<file path="src/rtl/data_bus_arbiter_if.sv">
// data_bus_arbiter_if: RAM-side bus and accelerator FIFO-pair signals of data_bus_arbiter
interface data_bus_arbiter_if #(
  parameter int DATA_W = 128,
  parameter int NUM_CH = 3
);
  localparam int GW = $clog2(NUM_CH);
  logic [NUM_CH-1:0] ch_enable, to_empty, to_full, from_empty, from_full;
  logic [NUM_CH*DATA_W-1:0] ch_data_in;
  logic [DATA_W-1:0] bus_in, bus_out, ch_data_out;
  logic bus_in_ready, bus_out_valid, grant_dir, busy;
  logic [NUM_CH-1:0] put_req, get_req;
  logic [GW-1:0] grant_ch;
  modport master (
    input  ch_enable, to_empty, to_full, from_empty, from_full, ch_data_in, bus_in,
    output bus_in_ready, bus_out, bus_out_valid, ch_data_out, put_req, get_req, grant_ch, grant_dir, busy
  );
  modport slave (
    output ch_enable, to_empty, to_full, from_empty, from_full, ch_data_in, bus_in,
    input  bus_in_ready, bus_out, bus_out_valid, ch_data_out, put_req, get_req, grant_ch, grant_dir, busy
  );
endinterface

</file>
<file path="src/rtl/data_bus_arbiter.sv">
// data_bus_arbiter: bursts words between RAM bus and NUM_CH FIFO pairs; DBA_FAIR_RR_EN selects round-robin over fixed priority
module data_bus_arbiter #(
  parameter int DATA_W = 128,
  parameter int NUM_CH = 3,
  parameter int BURST_LEN = 4
) (
  input logic clk,
  input logic rst,
  data_bus_arbiter_if.master bus
);
  localparam int GW = $clog2(NUM_CH);
  localparam int CW = $clog2(BURST_LEN + 1);
  typedef enum logic [1:0] {IDLE, XFER, FLUSH} state_t;
  state_t state_q, state_d;
  logic [GW-1:0] gch_q, gch_d, sel;
  logic gdir_q, gdir_d, bov_q, bov_d, sel_fill, xfer, fill_go, drain_go, beat;
  logic [CW-1:0] cnt_q, cnt_d;
  logic [NUM_CH-1:0] elig, oh, put_q, put_d, get_oh;
  logic [DATA_W-1:0] bo_q, bo_d, cdo_q, cdo_d;
  assign elig = bus.ch_enable & (~bus.from_empty | ~bus.to_full);
`ifdef DBA_FAIR_RR_EN
  logic [GW-1:0] ptr_q, ptr_d, cand;
  always_comb begin
    sel = '0;
    cand = '0;
    for (int k = NUM_CH - 1; k >= 0; k--) begin
      cand = GW'((int'(ptr_q) + k) % NUM_CH);
      sel = elig[cand] ? cand : sel;
    end
  end
  assign ptr_d = (state_q == FLUSH) ? ((int'(gch_q) == NUM_CH - 1) ? '0 : gch_q + 1'b1) : ptr_q;
  always_ff @(posedge clk) ptr_q <= rst ? '0 : ptr_d;
`else
  always_comb begin
    sel = '0;
    for (int k = NUM_CH - 1; k >= 0; k--) sel = elig[k] ? GW'(k) : sel;
  end
`endif
  assign sel_fill = ~bus.from_full[sel] & ~bus.to_full[sel] & (bus.to_empty[sel] | bus.from_empty[sel]);
  assign xfer = state_q == XFER;
  assign fill_go = bus.ch_enable[gch_q] & ~bus.to_full[gch_q];
  assign drain_go = bus.ch_enable[gch_q] & ~bus.from_empty[gch_q];
  assign beat = xfer & (gdir_q ? fill_go : drain_go);
  assign oh = {{(NUM_CH-1){1'b0}}, 1'b1} << gch_q;
  always_comb begin
    state_d = state_q;
    gch_d = gch_q;
    gdir_d = gdir_q;
    cnt_d = cnt_q;
    if (state_q == IDLE && |elig) begin
      state_d = XFER;
      gch_d = sel;
      gdir_d = sel_fill;
      cnt_d = '0;
    end
    if (xfer) begin
      cnt_d = cnt_q + CW'(beat);
      state_d = (!beat || cnt_q + 1'b1 == CW'(BURST_LEN)) ? FLUSH : XFER;
    end
    if (state_q == FLUSH) state_d = IDLE;
    put_d = (beat && gdir_q) ? oh : '0;
    get_oh = (beat && !gdir_q) ? oh : '0;
    bov_d = beat & ~gdir_q;
    bo_d = bov_d ? bus.ch_data_in[int'(gch_q)*DATA_W +: DATA_W] : bo_q;
    cdo_d = (beat && gdir_q) ? bus.bus_in : cdo_q;
  end
  always_ff @(posedge clk) begin
    if (rst) begin
      state_q <= IDLE;
      gch_q <= '0;
      gdir_q <= 1'b0;
      cnt_q <= '0;
      put_q <= '0;
      bov_q <= 1'b0;
      bo_q <= '0;
      cdo_q <= '0;
    end else begin
      state_q <= state_d;
      gch_q <= gch_d;
      gdir_q <= gdir_d;
      cnt_q <= cnt_d;
      put_q <= put_d;
      bov_q <= bov_d;
      bo_q <= bo_d;
      cdo_q <= cdo_d;
    end
  end
  assign bus.bus_in_ready = xfer & gdir_q & fill_go;
  assign bus.get_req = get_oh;
  assign bus.put_req = put_q;
  assign bus.bus_out = bo_q;
  assign bus.bus_out_valid = bov_q;
  assign bus.ch_data_out = cdo_q;
  assign bus.grant_ch = gch_q;
  assign bus.grant_dir = gdir_q;
  assign bus.busy = xfer;
endmodule

</file>
<file path="src/flat_wrapper.sv">
// flat-port wrapper written by rule: the top's interface ports become plain ports
module data_bus_arbiter_flat 
#(
  parameter int DATA_W = 128,
  parameter int NUM_CH = 3,
  parameter int BURST_LEN = 4
)
  (clk, rst, bus_ch_enable, bus_to_empty, bus_to_full, bus_from_empty, bus_from_full, bus_ch_data_in, bus_bus_in, bus_bus_in_ready, bus_bus_out, bus_bus_out_valid, bus_ch_data_out, bus_put_req, bus_get_req, bus_grant_ch, bus_grant_dir, bus_busy);
  data_bus_arbiter_if #(.DATA_W(DATA_W), .NUM_CH(NUM_CH)) bus_i ();
  input logic clk;
  input logic rst;
  input wire logic [$bits(bus_i.ch_enable)-1:0] bus_ch_enable;
  input wire logic [$bits(bus_i.to_empty)-1:0] bus_to_empty;
  input wire logic [$bits(bus_i.to_full)-1:0] bus_to_full;
  input wire logic [$bits(bus_i.from_empty)-1:0] bus_from_empty;
  input wire logic [$bits(bus_i.from_full)-1:0] bus_from_full;
  input wire logic [$bits(bus_i.ch_data_in)-1:0] bus_ch_data_in;
  input wire logic [$bits(bus_i.bus_in)-1:0] bus_bus_in;
  output wire logic [$bits(bus_i.bus_in_ready)-1:0] bus_bus_in_ready;
  output wire logic [$bits(bus_i.bus_out)-1:0] bus_bus_out;
  output wire logic [$bits(bus_i.bus_out_valid)-1:0] bus_bus_out_valid;
  output wire logic [$bits(bus_i.ch_data_out)-1:0] bus_ch_data_out;
  output wire logic [$bits(bus_i.put_req)-1:0] bus_put_req;
  output wire logic [$bits(bus_i.get_req)-1:0] bus_get_req;
  output wire logic [$bits(bus_i.grant_ch)-1:0] bus_grant_ch;
  output wire logic [$bits(bus_i.grant_dir)-1:0] bus_grant_dir;
  output wire logic [$bits(bus_i.busy)-1:0] bus_busy;
  assign bus_i.ch_enable = bus_ch_enable;
  assign bus_i.to_empty = bus_to_empty;
  assign bus_i.to_full = bus_to_full;
  assign bus_i.from_empty = bus_from_empty;
  assign bus_i.from_full = bus_from_full;
  assign bus_i.ch_data_in = bus_ch_data_in;
  assign bus_i.bus_in = bus_bus_in;
  assign bus_bus_in_ready = bus_i.bus_in_ready;
  assign bus_bus_out = bus_i.bus_out;
  assign bus_bus_out_valid = bus_i.bus_out_valid;
  assign bus_ch_data_out = bus_i.ch_data_out;
  assign bus_put_req = bus_i.put_req;
  assign bus_get_req = bus_i.get_req;
  assign bus_grant_ch = bus_i.grant_ch;
  assign bus_grant_dir = bus_i.grant_dir;
  assign bus_busy = bus_i.busy;
  data_bus_arbiter #(.DATA_W(DATA_W), .NUM_CH(NUM_CH), .BURST_LEN(BURST_LEN)) u_core (.clk(clk), .rst(rst), .bus(bus_i));
endmodule
</file>
<file path="config.mk">
export PLATFORM = sky130hd
export DESIGN_NAME = data_bus_arbiter_flat
export DESIGN_NICKNAME = d
export VERILOG_FILES = /design/src/rtl/data_bus_arbiter_if.sv /design/src/rtl/data_bus_arbiter.sv /design/src/flat_wrapper.sv
export SDC_FILE = /design/constraint.sdc
export NUM_CORES = 1
export LEC_CHECK = 0
export BUFFER_PORTS_ARGS = -buffer_cell sky130_fd_sc_hd__clkbuf_2
export CAP_MARGIN = 20
export CORE_AREA = 2 2 310 312
export DETAILED_ROUTE_END_ITERATION = 8
export DIE_AREA = 0 0 312 314
export SETUP_SLACK_MARGIN = 0.5
export SKIP_CTS_REPAIR_TIMING = 1
export SKIP_LAST_GASP = 1
export SYNTH_ARGS = -nofsm -noshare
export SYNTH_HDL_FRONTEND = slang
export SYNTH_SLANG_ARGS = --single-unit
export TNS_END_PERCENT = 100
</file>
<file path="constraint.sdc">
create_clock -name clk -period 5.5 [get_ports clk]
set_clock_uncertainty 0.15 [all_clocks]
set_input_delay 0.55 -clock clk [delete_from_list [all_inputs] [get_ports clk]]
set_output_delay 0.55 -clock clk [all_outputs]
set_load 0.01 [all_outputs]
</file>
==> out/qor.csv, run 1 <==
stage,metric,value,unit
status,status,"complete, no violations",
clock_network,Clock Latency Late Sink,0.57,ns
finish,fin nets,2770,
synthesis,dominant synthesized flop cell,dfxtp_1,
synthesis,Post-synth EDFFs,0,
placed_design,HPWL after DPL,58600,um
routing,wire per inst,22.8,um
routing,DR DRC count,0,
clock_network,htree depth,2,
global_routing,gr ovfl total,0,
synthesis,Syn Area/Cell,8.53,um2
power,Leak,7.87,nW
global_routing,first-pass GRT wire length,114000,um
worst_setup_path,slowest cell delay on critical path,0.63,ns
finish,proportion of layout cells with a drive suffix above 1,39.8,%
routing,Initial DRC Count,1321,
synthesis,async set-reset flop share out of synthesis,0,%
worst_setup_path,"Buf+Inv Stages, Crit Path",3,
timing,RSZ-0062 raised after global routing,no,
timing,TNS Setup,0,ns
timing,Rel. slew slack,32.8,%
worst_setup_path,Critical Path AT,3.13,ns
synthesis,synthesized flop and latch total,268,
timing,Slew Limit Fails,0,
routing,DR vias,16737,
worst_setup_path,critical path type,flop to output pin,
synthesis,"Seq/Total Area, Yosys",38.9,%
worst_setup_path,CP Cell Sequence,"buf_4, nand2b_1, o221a_4, nand3_1, inv_1, clkbuf_2",
timing,Max Freq,261,MHz
die,die width,312,um
global_routing,initial antenna violation count,36,
routing,Via density,4.73,
timing,Final period util,69.5,%
finish,Layout area overhead,45.5,%
placed_design,placer's final routability congestion estimate,0.843,
clock_network,Num Clock Sinks,268,
die,DIE HEIGHT,314,um
synthesis,Mapped Area,13800,um2
global_routing,largest net degree at the start of global routing,142,
power,P per Cell Area,305,nW/um2
clock_network,CTS tree,yes,
timing,final setup violation count,0,
synthesis,Cells after Synth,1616,
worst_setup_path,critical path's top delay family,buffers and inverters,
global_routing,vias in the first global route,16306,
placed_design,I/O Buffers,796,
worst_setup_path,Worst Path Required,4.80,ns
routing,Routed WL,80700,um
die,Die ar.,98000,um2
timing,worst-margin pin slew,1.01,ns
worst_setup_path,CP max FO,47,
worst_setup_path,"slowest stage cell, crit path",o221a_4,
die,Initial Util,14.6,%
worst_hold_path,HP Class,primary input to flop,
clock_network,"CTS clk-pin slew, worst paths",0.06,ns
finish,Final Util,21.2,%
worst_setup_path,CP endpoint kind,output pin,
routing,Final ANT Viol Nets,0,
clock_network,TritonCTS Buffers,36,
global_routing,Total GRT Usage,15.5,%
power,maximum VDD drop,0.139,mV
routing,Initial DRT Pass Iterations,8,
synthesis,Yosys cell types,43,
worst_setup_path,CP Launch Type,flop,
clock_network,Clock Tree Buf Depth,3,
flow_run,total of max-cap violations,0,
synthesis,Synth warnings,0,
die,Cell Rows,113,
timing,crit path time final,3.83,ns
die,num ports,797,
die,core area,94400,um2
timing,final hold vios,0,
synthesis,syn_nets,2148,
clock_network,root buf cell,clkbuf_16,
per-layer routing:
metal | GRT usage [%] | up-vias | wire length (um)
li1 | - | 7705 | -
met1 | 17.9 | 8002 | 31300
met2 | 26.2 | 852 | 38900
met3 | 5.24 | 156 | 7330
met4 | 6.51 | 22 | 2990
met5 | 0 | - | 149
worst min-delay path: stages:
cell and delay, ns:
clkbuf_2 0.08, inv_1 0.04, o32ai_1 0.05
state kept, by name, summed over array words and instances, names as in the netlist:
name,cells
u_core.bus.grant_ch,2
u_core.bus.bus_out_valid,1
u_core.bus.ch_data_out,128
u_core.bus.grant_dir,1
u_core.bus.bus_out,128
u_core.state_q,2
u_core.cnt_q,3
u_core.bus.put_req,3
metrics by stage:
stage | hold WS (ns) | power [W] | std cells | area, um2 | setup WS (ns)
after floorplan | 0.311 | 0.00303 | 1616 | 13800 | 2.84
after global placement | 0.304 | 0.00371 | 3465 | 18800 | 2.19
after detailed placement | 0.312 | 0.00371 | 3465 | 18800 | 2.13
after CTS | -0.00820 | 0.00619 | 3531 | 20000 | 1.52
after global routing | 0.0206 | 0.00637 | 3537 | 20000 | 1.40
final | 0.0557 | 0.00611 | 3542 | 20100 | 1.67
layout by cell type, fill, tap and decap left out, types with 54 or more instances in the layout:
master and n:
a22o_1 54, a21oi_1 132, inv_1 62, nor4_1 129
clkbuf_2 795, nand4_1 129, mux2i_1 76, o32ai_1 54
a31oi_1 130, dfxtp_1 266, o31ai_1 129, nor3_1 81
o2bb2ai_1 74
synth_stat cells (all sizes together), types with 2 or more instances:
| library cell | count | area [um2] |
|---|---|---|
| a221o | 2 | 20.0 |
| o21ai | 2 | 13.8 |
| dfxtp | 268 | 5370 |
| nor2 | 10 | 37.5 |
| clkbuf | 177 | 664 |
| nand2 | 6 | 22.5 |
| nand2b | 3 | 18.8 |
| a22o | 54 | 473 |
| buf | 68 | 348 |
| a31oi | 130 | 813 |
| mux2i | 76 | 761 |
| nand4 | 129 | 807 |
| ha | 3 | 37.5 |
| inv | 63 | 236 |
| nor4 | 129 | 807 |
| a21oi | 132 | 661 |
| o2bb2ai | 74 | 648 |
| nand3 | 4 | 20.0 |
| nor3 | 81 | 405 |
| o31ai | 129 | 968 |
| a21boi | 3 | 22.5 |
| o32ai | 54 | 473 |
| nor2b | 3 | 18.8 |
cells by family (layout without fill, tap and decap cells):
| logic type | count (synthesis) | after routing | synth area share, % |
|---|---|---|---|
| XOR/XNOR | 1 | 1 | 0.0636 |
| adder cells (fa/ha/maj) | 3 | 3 | 0.272 |
| buffers and inverters | 308 | 958 | 9.06 |
| AO/OA/AOI/OAI | 589 | 589 | 30.3 |
| multiplexers | 77 | 77 | 5.63 |
| other | 0 | 11 | 0 |
| AND/OR/NAND/NOR | 370 | 370 | 15.8 |
| flip-flops | 268 | 268 | 38.9 |
power breakdown:
part	switching, W	leakage [nW]	internal, W
clock network	0.000995	0.582	0.00143
logic	0.00108	5.12	0.000493
registers	0.0000691	2.17	0.00204
total	0.00215	7.87	0.00396
worst paths after layout:
| path | startpoint | slack (ns) | cells after the start | to |
|---|---|---|---|---|
| worst max-delay path | u_core.bus.grant_ch[0] | 1.67 | 6 | bus_bus_in_ready |
| worst min-delay path | bus_ch_data_in[71] | 0.06 | 3 | u_core.bus.bus_out[71] |
| worst max register to register | u_core.bus.grant_ch[0] | 2.13 | 7 | u_core.bus.bus_out[23] |
| worst min register to register | u_core.bus.ch_data_out[91] | 0.32 | 2 | u_core.bus.ch_data_out[91] |
area by class of cell:
| class | instances | area (um2) |
|---|---|---|
| multi-input combinational | 1040 | 7250 |
| clock buffer | 52 | 1050 |
| fill | 10670 | 74400 |
| clock inverter | 14 | 140 |
| timing repair buffer | 829 | 4380 |
| sequential | 268 | 5370 |
| tap | 1265 | 1580 |
| antenna | 11 | 27.5 |
| inverter | 63 | 244 |
No activity file was read; power rests on OpenSTA's default activity.
==> run 2, diff against run 1 <==
clock period = 3.4 ns   (was 5.5 ns; I/O delays follow)
==> out/qor.csv, run 2 (same netlist as run 1, synthesis figures left out) <==
stage,metric,value,unit,change
timing,Slew Limit Fails,0,,unchanged
timing,Rel. slew slack,28.3,%,-4.5 points
clock_network,Num Clock Sinks,268,,unchanged
timing,final hold vios,1,,+1
finish,proportion of layout cells with a drive suffix above 1,37.1,%,-2.6 points
routing,Initial DRT Pass Iterations,5,,-3
worst_hold_path,HP Class,primary input to flop,,
die,die width,312,um,unchanged
timing,Final period util,82.3,%,
worst_setup_path,Worst Path Required,2.91,ns,-1.89 ns
global_routing,first-pass GRT wire length,112000,um,-1.1%
global_routing,GR met2 Demand/Resource,25.5,%,-0.63 points
routing,Initial DRC Count,1562,,+18%
placed_design,dpl ws,0.720,ns,-1.41 ns
clock_network,TritonCTS Buffers,35,,-2.8%
status,violated checks,hold timing,,
finish,fillcell total,10321,,-3.3%
finish,Layout area overhead,60.5,%,
finish,fin nets,2965,,+7.0%
die,Die ar.,98000,um2,unchanged
timing,worst-margin pin slew,1.08,ns,+0.0675 ns
global_routing,vias in the first global route,16414,,+0.66%
finish,"most common cell after layout, fill and taps aside",clkbuf_2,,
worst_setup_path,CP endpoint kind,output pin,,
worst_setup_path,CP max FO,42,,-11%
timing,TNS Setup,0,ns,unchanged
die,DIE HEIGHT,314,um,unchanged
timing,final setup violation count,0,,unchanged
clock_network,Clock Tree Buf Depth,3,,unchanged
finish,most frequent cells in the layout,"clkbuf_2 (795), dfxtp_1 (266), dlygate4sd3_1 (183)",,
finish,area occupied by multi-input gates,7270,um2,+0.19%
die,Cell Rows,113,,unchanged
routing,Via density,4.77,,+0.84%
global_routing,Total GRT Usage,15.2,%,-0.26 points
global_routing,initial antenna violation count,34,,-5.6%
clock_network,"CTS clk-pin slew, worst paths",0.06,ns,about the same
clock_network,CTS tree,yes,,
placed_design,HPWL after DPL,57800,um,-1.5%
global_routing,Most Crowded Layer GR,met2,,
worst_setup_path,slowest cell delay on critical path,0.45,ns,-0.18 ns
die,Initial Util,14.6,%,unchanged
worst_setup_path,Critical Path AT,2.31,ns,-0.82 ns
global_routing,met3 Use GR,5.13,%,-0.11 points
worst_setup_path,R2R setup slack,0.62,ns,-1.51 ns
power,P per Cell Area,455,nW/um2,+50%
die,num ports,797,,unchanged
routing,Routed WL,82500,um,+2.3%
timing,Max Freq,357,MHz,
power,Leak,8.74,nW,+11%
clock_network,htree depth,2,,unchanged
global_routing,GRT met1 Usage,17.6,%,-0.21 points
placed_design,I/O Buffers,796,,unchanged
placed_design,placer's final routability congestion estimate,0.841,,-0.18%
power,Power Total,0.0101,W,+65%
routing,DR vias,17793,,+6.3%
clock_network,root buf cell,clkbuf_16,,
timing,crit path time final,2.80,ns,
global_routing,gr ovfl total,0,,unchanged
clock_network,Clock Latency Late Sink,0.55,ns,-0.02 ns
finish,Final Util,23.4,%,+2.2 points
worst_setup_path,critical path type,flop to output pin,,
routing,DR DRC count,0,,unchanged
finish,Storage cell area,5370,um2,unchanged
worst_setup_path,CP Launch Type,flop,,
status,status,"finished, violations left",,
global_routing,largest net degree at the start of global routing,160,,+13%
worst_setup_path,critical path's top delay family,buffers and inverters,,
worst_setup_path,"slowest stage cell, crit path",dfxtp_4,,
power,maximum VDD drop,0.243,mV,+75%
worst_setup_path,"Buf+Inv Stages, Crit Path",3,,unchanged
flow_run,total of max-cap violations,0,,unchanged
timing,final hold slack,-0.00723,ns,-0.0630 ns
timing,final setup margin,0.602,ns,-1.07 ns
timing,RSZ-0062 raised after global routing,yes,,
worst_setup_path,CP Cell Sequence,"buf_16, nand2b_1, o221a_4, nand3_2, inv_1, clkbuf_2",,
routing,wire per inst,22.1,um,-3.0%
die,core area,94400,um2,unchanged
routing,Final ANT Viol Nets,0,,unchanged
[run 2: stage by stage]
step           cells  area [um2]
2_1_floorplan   1616       13800
3_3_place_gp    3476       19000
3_5_place_dp    3476       19000
4_1_cts         3535       20200
5_1_grt         3731       22100
6_report        3734       22100
[run 2: worst paths after layout]
kind,start,to,cells after the start
worst max-delay path,u_core.bus.grant_ch[1],bus_bus_in_ready,6
worst min-delay path,bus_ch_enable[0],u_core.bus.grant_dir,3
worst max register to register,u_core.bus.grant_ch[0],u_core.bus.bus_out[43],5
worst min register to register,u_core.bus.ch_data_out[33],u_core.bus.ch_data_out[33],2
[run 2: worst min-delay path, delay by kind of cell]
family	cells	cell delay (ns)
AO/OA/AOI/OAI	2	0.20
buffers and inverters	1	0.10
[run 2: power breakdown]
part	internal [W]	switching, W	leakage (nW)
clock network	0.00231	0.00154	0.574
registers	0.00330	0.000104	2.17
logic	0.00100	0.00182	6.00
[run 2: metal layers]
layer  routed length [um]  vias to the layer above
met2                39600                      998
met4                 3400                       18
li1                     -                     8089
met5                  119                        -
met1                31800                     8511
met3                 7590                      177
[run 2: area by class of cell]
| cell class | instances | area share (%) |
|---|---|---|
| inverters | 63 | 1.10 |
| well taps | 1265 | 7.16 |
| clock buffers | 51 | 4.79 |
| multi-input cells | 1040 | 32.9 |
| diodes | 14 | 0.158 |
| repair buffers | 1025 | 29.2 |
| clock inverters | 8 | 0.441 |
| flip-flops and latches | 268 | 24.3 |
